**config.mk**
```make
export PLATFORM = sky130hd
export DESIGN_NAME = control_unit
export DESIGN_NICKNAME = d
export VERILOG_FILES = /design/src/rtl/control_unit.sv
export SDC_FILE = /design/constraint.sdc
export NUM_CORES = 1
export LEC_CHECK = 0
export CORE_MARGIN = 2
export CORE_UTILIZATION = 50
export CTS_CLUSTER_DIAMETER = 200
export DETAILED_ROUTE_END_ITERATION = 12
export GPL_TIMING_DRIVEN = 0
export HOLD_SLACK_MARGIN = 0.05
export PLACE_DENSITY_LB_ADDON = 0.1
export SLEW_MARGIN = 20
export SYNTH_ARGS = -nofsm -noshare
export SYNTH_HDL_FRONTEND = slang
export SYNTH_SLANG_ARGS = --single-unit
export TNS_END_PERCENT = 5
```
**constraint.sdc**
```tcl
create_clock -name CLK -period 3.75 [get_ports CLK]
set_input_delay 0.375 -clock CLK [delete_from_list [all_inputs] [get_ports CLK]]
set_output_delay 0.375 -clock CLK [all_outputs]
set_load 0.05 [all_outputs]
```
**src/rtl/control_unit.sv**
```systemverilog
// rtl/control_unit.sv - multi-cycle fetch/decode/execute control FSM with memory wait handshake
// Strobes are decoded from state and opcode; only IR_LD, PC_INC and ACC_LD see MEM_RDY combinationally.
module control_unit #(
  parameter int WAIT_MAX = 8
) (
  input  logic       CLK,
  input  logic       nRST,
  input  logic [7:0] INSTR,
  input  logic       MEM_RDY,
  input  logic       ALU_Z,
  output logic       MEM_RD,
  output logic       MEM_WR,
  output logic       IR_LD,
  output logic       PC_INC,
  output logic [1:0] JUMP,
  output logic       ZF,
  output logic [2:0] ALU_OP,
  output logic       SRC_SEL,
  output logic       ACC_LD,
  output logic       HALTED,
  output logic       FAULT
);

  localparam int CW = (WAIT_MAX < 2) ? 1 : $clog2(WAIT_MAX);
  localparam logic [CW-1:0] CNT_LAST = CW'(WAIT_MAX - 1);

  localparam logic [3:0] OP_NOP = 4'h0;
  localparam logic [3:0] OP_LDI = 4'h1;
  localparam logic [3:0] OP_OR  = 4'h5;
  localparam logic [3:0] OP_LD  = 4'h6;
  localparam logic [3:0] OP_ST  = 4'h7;
  localparam logic [3:0] OP_JMP = 4'h8;
  localparam logic [3:0] OP_JZ  = 4'h9;
  localparam logic [3:0] OP_JNZ = 4'hA;
  localparam logic [3:0] OP_HLT = 4'hF;

  typedef enum logic [2:0] {
    S_FETCH,
    S_DECODE,
    S_EXEC,
    S_MEM,
    S_HALT
  } state_t;

  state_t        state;
  logic [3:0]    ir_op;
  logic [CW-1:0] cnt;
  logic          zf_q;
  logic          fault_q;

  // The immediate feeds the datapath directly; control only needs the opcode.
  logic unused_imm;
  assign unused_imm = ^INSTR[3:0];

  logic       is_alu;
  logic       rd_d, wr_d, ir_ld_d, acc_ld_d, src_sel_d, halted_d;
  logic [1:0] jump_d;
  logic [2:0] alu_op_d;

  assign is_alu = (ir_op >= OP_LDI) && (ir_op <= OP_OR);

  always_comb begin
    rd_d      = 1'b0;
    wr_d      = 1'b0;
    ir_ld_d   = 1'b0;
    acc_ld_d  = 1'b0;
    src_sel_d = 1'b0;
    halted_d  = 1'b0;
    jump_d    = 2'b00;
    alu_op_d  = 3'b000;
    case (state)
      S_FETCH: begin
        rd_d    = 1'b1;
        ir_ld_d = MEM_RDY;
      end
      S_EXEC: begin
        if (is_alu) begin
          alu_op_d = ir_op[2:0] - 3'd1;
          acc_ld_d = 1'b1;
        end
        case (ir_op)
          OP_JMP:  jump_d = 2'b01;
          OP_JZ:   jump_d = 2'b10;
          OP_JNZ:  jump_d = 2'b11;
          default: jump_d = 2'b00;
        endcase
      end
      S_MEM: begin
        if (ir_op == OP_LD) begin
          rd_d      = 1'b1;
          src_sel_d = 1'b1;
          acc_ld_d  = MEM_RDY;
        end else begin
          wr_d = 1'b1;
        end
      end
      S_HALT:  halted_d = 1'b1;
      default: ;
    endcase
  end

  // Gating with nRST drops requests the moment reset asserts, without waiting for a clock.
  assign MEM_RD  = nRST & rd_d;
  assign MEM_WR  = nRST & wr_d;
  assign IR_LD   = nRST & ir_ld_d;
  assign PC_INC  = nRST & ir_ld_d;
  assign ACC_LD  = nRST & acc_ld_d;
  assign SRC_SEL = nRST & src_sel_d;
  assign HALTED  = nRST & halted_d;
  assign JUMP    = nRST ? jump_d : 2'b00;
  assign ALU_OP  = nRST ? alu_op_d : 3'b000;
  assign ZF      = zf_q;
  assign FAULT   = fault_q;

  always_ff @(posedge CLK or negedge nRST) begin
    if (!nRST) begin
      state   <= S_FETCH;
      ir_op   <= 4'h0;
      cnt     <= '0;
      zf_q    <= 1'b0;
      fault_q <= 1'b0;
    end else begin
      if (acc_ld_d) zf_q <= ALU_Z;
      case (state)
        S_FETCH: begin
          if (MEM_RDY) begin
            ir_op <= INSTR[7:4];
            cnt   <= '0;
            state <= S_DECODE;
          end else if (cnt == CNT_LAST) begin
            fault_q <= 1'b1;
            state   <= S_HALT;
          end else begin
            cnt <= cnt + 1'b1;
          end
        end
        S_DECODE: begin
          cnt <= '0;
          if (ir_op == OP_HLT)
            state <= S_HALT;
          else if (ir_op == OP_LD || ir_op == OP_ST)
            state <= S_MEM;
          else if (ir_op == OP_NOP || ir_op > OP_JNZ)
            state <= S_FETCH;
          else
            state <= S_EXEC;
        end
        S_EXEC: begin
          cnt   <= '0;
          state <= S_FETCH;
        end
        S_MEM: begin
          if (MEM_RDY) begin
            cnt   <= '0;
            state <= S_FETCH;
          end else if (cnt == CNT_LAST) begin
            fault_q <= 1'b1;
            state   <= S_HALT;
          end else begin
            cnt <= cnt + 1'b1;
          end
        end
        S_HALT:  state <= S_HALT;
        default: state <= S_FETCH;
      endcase
    end
  end

endmodule

```
# Word-level counts from Yosys, hierarchy flattened
# Cells that the tools add are included.
totals:
  regBits: 12
  in_bits: 12
  out_inout_bits: 14
  wordCells: 66
op_classes:
  addsub: 2
  n_lt_le_gt_ge: 3
  eq_ne: 12
  mux: 26
  bitwise_logic: 7
  n_reduce_logical: 11
op_table:
  columns: ["cell", "n"]
  rows:
  - ["2-to-1 mux 3 bit", 9]
  - ["equality test 4 bit (second input constant)", 4]
  - ["case mux 3 bit (4 select lines)", 1]
  - ["equality test 4 x 3 -> 1 bit (second input constant)", 2]
  - ["2-to-1 mux 1 bit", 8]
  - ["2-to-1 mux 2 bit", 4]
  - ["bitwise AND 1 bit", 6]
  - ["equality test 3 x 2 -> 1 bit (second input constant)", 2]
  - ["equality test 3 bit (second input constant)", 2]
  - ["case mux 2 bit (3 select lines)", 1]
  - ["case mux 3 bit (2 select lines)", 1]
  - ["greater-or-equal comparator 4 x 1 -> 1 bit (second input constant)", 1]
  - ["greater-than comparator 4 bit (second input constant)", 1]
  - ["<= comparator 4 x 3 -> 1 bit (second input constant)", 1]
  - ["logical NOT 4 bit", 1]
  - ["case mux 1 bit (2 select lines)", 2]
  - ["AND reduction 2 bit", 2]
  - ["OR reduction 2 bit", 2]
  - ["adder 3 x 1 -> 3 bit (second input constant)", 1]
  - ["equality test 3 x 1 -> 1 bit (second input constant)", 1]
  - ["logical NOT 3 bit", 1]
  - ["!= test 3 bit (second input constant)", 1]
  - ["AND reduction 3 bit", 1]
  - ["subtractor 3 x 1 -> 3 bit (second input constant)", 1]
  - ["4 further kinds", 5]

# Logic depth before layout (Yosys ltp)
# Gate-level depths: netlist of run 1.
logic_depth:
  depth_word: 6
  mapped_depth: 5

# Worst setup path before layout of run 1
# OpenSTA, ideal clock, no wires.
synth_timing:
  kind: "register to output"
  from: "register ir_op[0]"
  to: "output port MEM_RD"
  t_arrival_ps: 2186
  setup_slack_ps: 1189
  stages_incl_launch_ff: 6
  cell_sequence: "dfrtp_1 > inv_1 > ha_1 > and3b_1 > a21oi_1 > nor3b_1"
synth_between:
  elab_chain_len: 4
synth_lines:
  columns: ["item", "line", "rtl"]
  rows:
  - ["start, declared", "46", "logic [3:0] ir_op;"]
  - ["start signal, assigned", "127", "ir_op <= INSTR[7:4];"]
  - ["equality test 4 x 3 -> 1 bit", "89", "if (ir_op == OP_LD) begin"]
  - ["2-to-1 mux 1 bit", "89", null]
  - ["case mux 1 bit (2 select lines)", "71", "case (state)"]
  - ["bitwise AND 1 bit", "103", "assign MEM_RD = nRST & rd_d;"]
  - ["end, declared", "11", "output logic MEM_RD,"]
# Every way passes these cells.

# Final worst setup path of run 1
layout_timing:
  from: "input port nRST"
  to: "output port JUMP[0]"
layout_between:
  elab_chain_len: 1
layout_lines:
  columns: ["item", "line", "rtl"]
  rows:
  - ["start, declared", "7", "input logic nRST,"]
  - ["2-to-1 mux 2 bit", "110", "assign JUMP = nRST ? jump_d : 2'b00;"]
  - ["end, declared", "15", "output logic [1:0] JUMP,"]
# Every way passes these cells.

==> run summary, run 1 <==
status: finished clean
Cells after DPL: 135
Post-Synthesis Net Count: 108
RSZ-0062 raised after global routing: no
fin cells: 139
n_diodes: 0
sequential cell area: 300 sq um
synthesized flop and latch total: 12
CORE AREA: 1710 sq um
CTS Hold Bufs: 0
arrival time worst endpoint: 2.78 ns
Final Hold Viols: 0
worst hold path class: reg -> reg
first-pass GRT wire length: 3020 um
DR vias/cell: 5.32
area delta synth->final: 30.8%
Yosys Warn Count: 0
Slew Viols, Final: 0
asr flop ratio synth: 100%
area of the multi-input gates: 544 sq um
worst-margin pin slew: 0.702 ns
GR Util met3: 5.49%
Post-synth EDFFs: 0
Worst EP required: 3.38 ns
reg2reg path depth: 5
Util after Layout: 69.0%
min cycle time layout: 3.16 ns
Longest Clk Path Bufs: 2
max_slew headroom: 53.1%
HPWL Detailed: 1430 um
Final Hold Slack: 0.478 ns
Reg2Reg Launch Point: ir_op[0]$_DFFE_PN0P_
CTS Sinks: 12
routed len/inst: 13.2 um
fmax: 0.317 GHz
slowest cell on the critical path: clkdlybuf4s50_1
MaxCap Viol Count: 0
R2R Setup Slk: 2.11 ns
GR Util met1: 26.0%
post-synth cell types: 37
Die Area: 2160 sq um
Pwr Density: 655 nW/um^2
Mapped Cells: 89
Final #Nets: 134
clk_lat worst skew: 0.28 ns
Initial Util: 52.7%
Seq/Total Area, Yosys: 33.3%
DP Area: 1140 sq um
synthesized area per cell: 10.1 sq um
all-layer global routing usage: 20.2%
chip width: 46.4 um
share of the clock period used by the worst path: 84.2%
worst r2r dst: ZF$_DFFE_PN0P_
crit-path most repeated cell: clkdlybuf4s50_1
# DRC: 0
post-cts sizing count: 0
most common cell after layout, fill and taps aside: clkdlybuf4s50_1
Crit Path Class: in -> out
H-tree Lvls: 1
maximum VDD drop: 0.376 mV
Site Rows: 15
largest net degree at the start of global routing: 19
vias: 740
min-delay src: FAULT$_DFFE_PN0P_
CTS tree: yes
gr busiest metal: met2
antenna viol nets, final: 0
Fill cells: 142
most frequent cells in the layout: clkdlybuf4s50_1, dfrtp_1, ha_1
GP Congestion: 0.762
clock skew: 0.00710 ns
DR pass1 iterations: 4
hold depth: 1
post-synthesis cell area: 901 sq um
main flop type after synthesis: dfrtp_1
Iter 0 DRT Violations: 15
layout cells sized above 1: 14.0%
GRT Residual Overflow: 0
Design Area, Final: 1180 sq um
CP startpoint kind: input pin
DRT Wirelength: 1840 um
Critical Path Sink Type: primary output
clk slew on worst S/H paths: 0.08 ns
setup TNS: 0 ns
WHS Endpoint: FAULT$_DFFE_PN0P_
# setup viols final: 0
met2 Track Usage GR: 32.5%
Die Y-Extent: 46.4 um
CTS buffer count: 3
postcts setup bufs: 0
LEAKAGE: 0.526 nW
CP Cell Sequence: clkdlybuf4s50_1 -> nand2_1 -> nor4_2 -> o21a_1 -> clkdlybuf4s50_1
slowest stage delay, CP: 0.92 ns
vias in the first global route: 669
PortBufs: 21
initial antenna violation count: 0
clock root buffer master: clkbuf_4
Ports: 26
Max Fanout on Critical Path: 18
critical path: cells and delay by family:
family,cells,cell delay [ns]
simple gates,2,0.52
compound gates,1,0.17
buf+inv,2,1.71
synthesized netlist by cell type (all sizes together), types with 2 or more instances:
cell type,instances,area (sq um)
o21a,4,30.0
ha,7,87.6
nand2,6,22.5
o211ai,3,27.5
dfrtp,12,300
nor2,5,18.8
nor2b,2,12.5
a22o,2,17.5
mux2,2,22.5
and2,2,12.5
xnor2,2,17.5
a21oi,5,25.0
o21ai,7,35.0
inv,5,18.8
nand2b,2,15.0
nor4b,3,62.6
buf,4,37.5
nor3,3,15.0
cell families after synthesis:
logic type / Yosys count / synth area share (%)
buffers and inverters: 9 / 6.25
xor gates and xnor gates: 2 / 1.94
adders and majority gates: 7 / 9.72
muxes: 2 / 2.50
DFF: 12 / 33.3
AOI/OAI and AO/OA: 26 / 19.4
and+or+nand+nor: 31 / 26.8
how the worst max path moves through the flow:
stage / from / to / depth (start not counted)
floorplan: ir_op[0]$_DFFE_PN0P_ / MEM_RD / 5
global placement: nRST / JUMP[0] / 5
detailed placement: nRST / JUMP[0] / 5
CTS: nRST / JUMP[1] / 5
global route: nRST / JUMP[1] / 5
finish: nRST / JUMP[0] / 5
sequential cells by signal, indices dropped and copies added, names as in the netlist:
signal	cells
state	3
cnt	3
ir_op	4
ZF	1
FAULT	1
per-layer routing:
layer	vias up	routed length (um)
met5	-	0
met4	0	25
met3	5	81
met2	16	911
met1	346	823
li1	373	-
layout make-up:
| type | count | area share [%] |
|---|---|---|
| multi-input cells | 68 | 46.2 |
| flip-flops and latches | 12 | 25.5 |
| repair buffers | 21 | 17.8 |
| clock buffers | 4 | 3.08 |
| inverters | 5 | 1.59 |
| plain buffers | 4 | 3.18 |
| well taps | 25 | 2.65 |
per-stage QoR:
step	worst slack (ns)	power, W
global route	0.377	0.000831
global placement	0.519	0.000651
CTS	0.512	0.000780
finish	0.592	0.000772
detailed placement	0.520	0.000669
floorplan	1.19	0.000558
report_power, final:
group / leakage, nW / internal, W / switching (W) / total [W]
clock: 0.0210 / 0.0000591 / 0.0000504 / 0.000110
sequential: 0.156 / 0.000175 / 0.0000542 / 0.000229
combinational: 0.350 / 0.000184 / 0.000250 / 0.000434
(Power assumes the default switching activity.)
==> run 2: changes to the inputs <==
Settings changed: CORE_UTILIZATION 50 to 46.
Clock period 3.75 ns to 3.2 ns, I/O delays scaled along.
==> run 2 against run 1 <==
Sequential share of layout area fell by 0.11 points. Die area increased by 7.9%. Cell count is 1.4% higher. Worst hold slack worse by 0.40 ns. Critical path depth did not move. Clock power is 12% higher. Flip-flop and latch count did not move. Combinational power is 16% higher. Cell area is 0.43% higher. Register-to-register slack got worse by 0.54 ns. Critical path type unchanged.
==> run summary, run 2 (synthesis gave the netlist of run 1 again) <==
worst-margin pin slew: 0.732 ns (+0.0303 ns)
Die Area: 2330 sq um (+7.9%)
CP startpoint kind: input pin
clk_lat worst skew: 0.28 ns (about the same)
Design Area, Final: 1180 sq um (+0.43%)
first-pass GRT wire length: 2710 um (-10%)
Worst EP required: 2.88 ns (-0.50 ns)
M1 wire length: 850 um (+3.3%)
fmax: 0.355 GHz
Final Hold Viols: 0 (unchanged)
maximum VDD drop: 0.454 mV (+21%)
Final #Nets: 134 (unchanged)
n_diodes: 0 (unchanged)
H-tree Lvls: 1 (unchanged)
routed len/inst: 12.5 um (-5.8%)
vias in the first global route: 581 (-13%)
Switch Pwr: 0.000405 W (+14%)
fin cells: 141 (+1.4%)
crit-path most repeated cell: clkdlybuf4s50_1
Cells after DPL: 137 (+1.5%)
DR vias/cell: 5.16 (-3.0%)
Max Fanout on Critical Path: 8 (-10)
slowest stage delay, CP: 0.78 ns (-0.14 ns)
max_slew headroom: 51.1% (-2.0 points)
# setup viols final: 0 (unchanged)
arrival time worst endpoint: 2.50 ns (-0.28 ns)
HPWL Detailed: 1340 um (-6.7%)
Longest Clk Path Bufs: 2 (unchanged)
met3 routed WL: 78 um (-3.7%)
share of the clock period used by the worst path: 88.0%
clock skew: 0.00169 ns (-0.00541 ns)
initial antenna violation count: 0 (unchanged)
vias: 728 (-1.6%)
largest net degree at the start of global routing: 19 (unchanged)
clk slew on worst S/H paths: 0.08 ns (about the same)
Top Registers: ir_op (4), cnt (3), state (3)
clock root buffer master: clkbuf_4
all-layer global routing usage: 16.9% (-3.3 points)
min cycle time layout: 2.82 ns
area delta synth->final: 31.4%
DR pass1 iterations: 4 (unchanged)
LEAKAGE: 0.536 nW (+1.7%)
GRT Residual Overflow: 0 (unchanged)
Initial Util: 47.4% (-5.4 points)
DRT Wirelength: 1760 um (-4.5%)
GP Congestion: 0.777 (+2.0%)
switching part of the total power: 45.3% (-0.62 points)
Die Y-Extent: 48.3 um (+3.9%)
Ports: 26 (unchanged)
Site Rows: 16 (+1)
PortBufs: 21 (unchanged)
Highest Signal Layer: met4
CTS Sinks: 12 (unchanged)
part of the power in the clock network: 13.8% (-0.4 points)
CP Cell Sequence: clkdlybuf4s50_1 -> nor4b_4 -> and2_1 -> buf_4 -> clkdlybuf4s50_1
Util after Layout: 62.2% (-6.8 points)
Slew Viols, Final: 0 (unchanged)
CTS buffer count: 3 (unchanged)
setup TNS: 0 ns (unchanged)
Critical Path Sink Type: primary output
status: finished clean
Crit Path Class: in -> out
chip width: 48.3 um (+3.9%)
Pwr Density: 755 nW/um^2 (+15%)
Routed met2 length: 808 um (-11%)
layout cells sized above 1: 14.0% (unchanged)
most common cell after layout, fill and taps aside: clkdlybuf4s50_1
most frequent cells in the layout: clkdlybuf4s50_1, dfrtp_1, ha_1
largest reg by FF count: ir_op
MaxCap Viol Count: 0 (unchanged)
slowest cell on the critical path: clkdlybuf4s50_1
antenna viol nets, final: 0 (unchanged)
postcts setup bufs: 0 (unchanged)
Reg power frac: 30.0% (+0.3 points)
# DRC: 0 (unchanged)
CORE AREA: 1900 sq um (+11%)
Pint: 0.000489 W (+17%)
RSZ-0062 raised after global routing: no
DP Area: 1140 sq um (+0.22%)
Iter 0 DRT Violations: 6 (-9)
CTS tree: yes
Comb pwr share: 56.2% (about the same)
max reg flops: 4 (unchanged)
worst hold path class: in -> async
==> run 2: critical path, delay by kind of cell <==
family                 cells  cell delay (ns)
buffers and inverters      3             1.52
AND/OR/NAND/NOR            2             0.65
==> run 2: stage by stage <==
| stage | hold slack, ns | setup slack (ns) | power [W] |
|---|---|---|---|
| floorplan | 0.0244 | 0.694 | 0.000653 |
| global placement | 0.460 | 0.0694 | 0.000763 |
| detailed placement | 0.469 | 0.0586 | 0.000775 |
| CTS | 0.487 | 0.0455 | 0.000905 |
| global route | 0.116 | 0.234 | 0.000967 |
| finish | 0.0812 | 0.383 | 0.000894 |
==> run 2: area by class of cell <==
cell class / count / area (sq um)
fill: 163 / 718
tap: 27 / 33.8
clock buffer: 4 / 36.3
sequential: 12 / 300
inverter: 5 / 18.8
multi-input combinational: 68 / 544
buffer: 4 / 37.5
timing repair buffer: 21 / 213
==> run 2: worst paths after layout <==
check	start	end	slack, ns	cells after the start
min reg2reg	FAULT$_DFFE_PN0P_	FAULT$_DFFE_PN0P_	0.48	1
min in group CLK	FAULT$_DFFE_PN0P_	FAULT$_DFFE_PN0P_	0.48	1
min	nRST	ZF$_DFFE_PN0P_	0.08	1
max	MEM_RDY	PC_INC	0.38	5
max reg2reg	ir_op[0]$_DFFE_PN0P_	ZF$_DFFE_PN0P_	1.57	5
max in group asynchronous	nRST	state[0]$_DFF_PN0_	2.66	1
==> run 2: timing repair <==
item                       4_1_cts  5_1_grt
resized for setup                0        1
hold buffers                     0        0
setup endpoints to repair        0        2
==> run 2: layer usage <==
layer | up-vias | track usage, %
met1 | 331 | 23.6
met5 | - | 0
met3 | 4 | 4.81
li1 | 376 | -
met4 | 0 | 6.49
met2 | 17 | 24.7
==> run 2: power by group through the flow <==
stage                     registers (W)  clock network (W)  logic [W]
after CTS                      0.000268           0.000129   0.000508
after detailed placement       0.000272                  0   0.000504
after global placement         0.000269                  0   0.000494
after floorplan                0.000279                  0   0.000374
final                          0.000268           0.000123   0.000502
after global routing           0.000277           0.000138   0.000553
==> run 3: changes to the inputs <==
Settings changed: CORE_UTILIZATION 46 to 60, DONT_BUFFER_PORTS set to 1.
==> run 3 against run 2 <==
Largest cell class unchanged. Fmax increased by 13%. Non-clock buffer count decreased by 20. Global-route usage increased by 4.2 points. Utilization increased by 9.4 points.
==> run summary, run 3 (synthesis gave the netlist of run 1 again) <==
Initial Util: 66.7% (+19 points)
most common cell after layout, fill and taps aside: dfrtp_1
setup TNS: 0 ns (unchanged)
Slew Viols, Final: 0 (unchanged)
Pwr Density: 853 nW/um^2 (+13%)
largest reg by FF count: ir_op
Crit Path Class: reg -> out
Worst EP required: 2.88 ns (about the same)
worst-margin pin slew: 0.904 ns (+0.171 ns)
Final #Nets: 114 (-15%)
Final Hold Slack: 0.174 ns (+0.0932 ns)
arrival time worst endpoint: 2.17 ns (-0.33 ns)
LEAKAGE: 0.451 nW (-16%)
Ports: 26 (unchanged)
H-tree Lvls: 1 (unchanged)
status: finished clean
vias in the first global route: 669 (+15%)
GRT Residual Overflow: 0 (unchanged)
PortBufs: 0 (-100%)
R2R Setup Slk: 1.55 ns (-0.02 ns)
CP startpoint kind: flop
CTS tree: yes
CTS Hold Bufs: 1 (+1)
all-layer global routing usage: 21.1% (+4.2 points)
fin cells: 108 (-23%)
HPWL Detailed: 1290 um (-3.5%)
DR vias/cell: 6.33 (+23%)
most frequent cells in the layout: dfrtp_1, ha_1, o21ai_0, nand2_1
Fill cells: 108 (-34%)
n_diodes: 0 (unchanged)
layout cells sized above 1: 19.4% (+5.3 points)
Longest Clk Path Bufs: 2 (unchanged)
antenna viol nets, final: 0 (unchanged)
min cycle time layout: 2.49 ns (-0.328 ns)
clk slew on worst S/H paths: 0.08 ns (about the same)
chip width: 42.8 um (-11%)
worst hold path class: in -> reg
max reg flops: 4 (unchanged)
Final Hold Viols: 0 (unchanged)
post-cts sizing count: 0 (unchanged)
post-layout worst setup margin: 0.710 ns (+0.328 ns)
# DRC: 0 (unchanged)
fmax: 0.402 GHz (+13%)
CORE AREA: 1350 sq um (-29%)
share of the clock period used by the worst path: 77.8% (-10 points)
largest net degree at the start of global routing: 13 (-6)
DR pass1 iterations: 5 (+1)
Max Fanout on Critical Path: 6 (-2)
max_slew headroom: 39.5% (-12 points)
Die Y-Extent: 42.8 um (-11%)
Critical Path Sink Type: primary output
CTS buffer count: 3 (unchanged)
CTS Sinks: 12 (unchanged)
clock skew: 0.00103 ns (-0.000659 ns)
maximum VDD drop: 0.544 mV (+20%)
Die Area: 1830 sq um (-22%)
Site Rows: 13 (-3)
Iter 0 DRT Violations: 11 (+5)
pre-CTS WS: 0.996 ns (+0.938 ns)
# setup viols final: 0 (unchanged)
area delta synth->final: 7.36%
DRT Wirelength: 1720 um (-2.4%)
clk_lat worst skew: 0.27 ns (about the same)
RSZ-0062 raised after global routing: no
MaxCap Viol Count: 0 (unchanged)
vias: 684 (-6.0%)
Cells after DPL: 104 (-24%)
initial antenna violation count: 0 (unchanged)
postcts setup bufs: 0 (unchanged)
GP Congestion: 0.801 (+3.1%)
routed len/inst: 15.9 um (+27%)
Top Registers: ir_op (4), cnt (3), state (3)
first-pass GRT wire length: 3020 um (+11%)
clock root buffer master: clkbuf_4
==> run 3: final timing paths <==
check                                       end                  from  cells after the start
max                                      MEM_RD  ir_op[0]$_DFFE_PN0P_                      5
min                        ir_op[2]$_DFFE_PN0P_              INSTR[6]                      2
max reg2reg                      ZF$_DFFE_PN0P_  ir_op[0]$_DFFE_PN0P_                      5
min reg2reg                  cnt[2]$_DFFE_PN0P_    cnt[2]$_DFFE_PN0P_                      1
max in group asynchronous  ir_op[1]$_DFFE_PN0P_                  nRST                      1
min in group asynchronous    state[0]$_DFF_PN0_                  nRST                      1
==> run 3: critical path, stage by stage (launching register included) <==
cell	delay [ns]
dfrtp_1	0.42
inv_1	0.14
ha_1	0.32
and3b_1	0.25
a21oi_1	0.09
nor3b_2	0.69
==> run 3: area by class of cell <==
type / instances / area, sq um / area share, %
Tap cell: 15 / 18.8 / 1.94
Multi-Input combinational cell: 68 / 559 / 57.8
Sequential cell: 12 / 300 / 31.0
Inverter: 5 / 18.8 / 1.94
Timing Repair Buffer: 1 / 10.0 / 1.03
Clock buffer: 3 / 22.5 / 2.33
Buffer: 4 / 37.5 / 3.88
==> run 3: report_power, final <==
part	leakage (nW)	internal, W	switching (W)
clock	0.0138	0.0000434	0.0000507
combinational	0.282	0.000176	0.000265
sequential	0.156	0.000205	0.0000846
total	0.451	0.000424	0.000400
==> run 3: stage by stage <==
step | util [%] | instance area (sq um) | total power [W]
6_report | 71.6 | 967 | 0.000825
5_1_grt | 71.6 | 967 | 0.000887
4_1_cts | 71.6 | 967 | 0.000826
3_5_place_dp | 69.2 | 935 | 0.000730
3_3_place_gp | 68.1 | 920 | 0.000705
2_1_floorplan | - | 901 | 0.000653
==> run 3: layer usage <==
metal | vias up | GRT usage (%) | share of wire [%]
li1 | 336 | - | -
met1 | 330 | 29.0 | 47
met2 | 18 | 33.9 | 48
met3 | 0 | 4.68 | 4.9
met4 | 0 | 4.38 | 0
met5 | - | 0 | 0
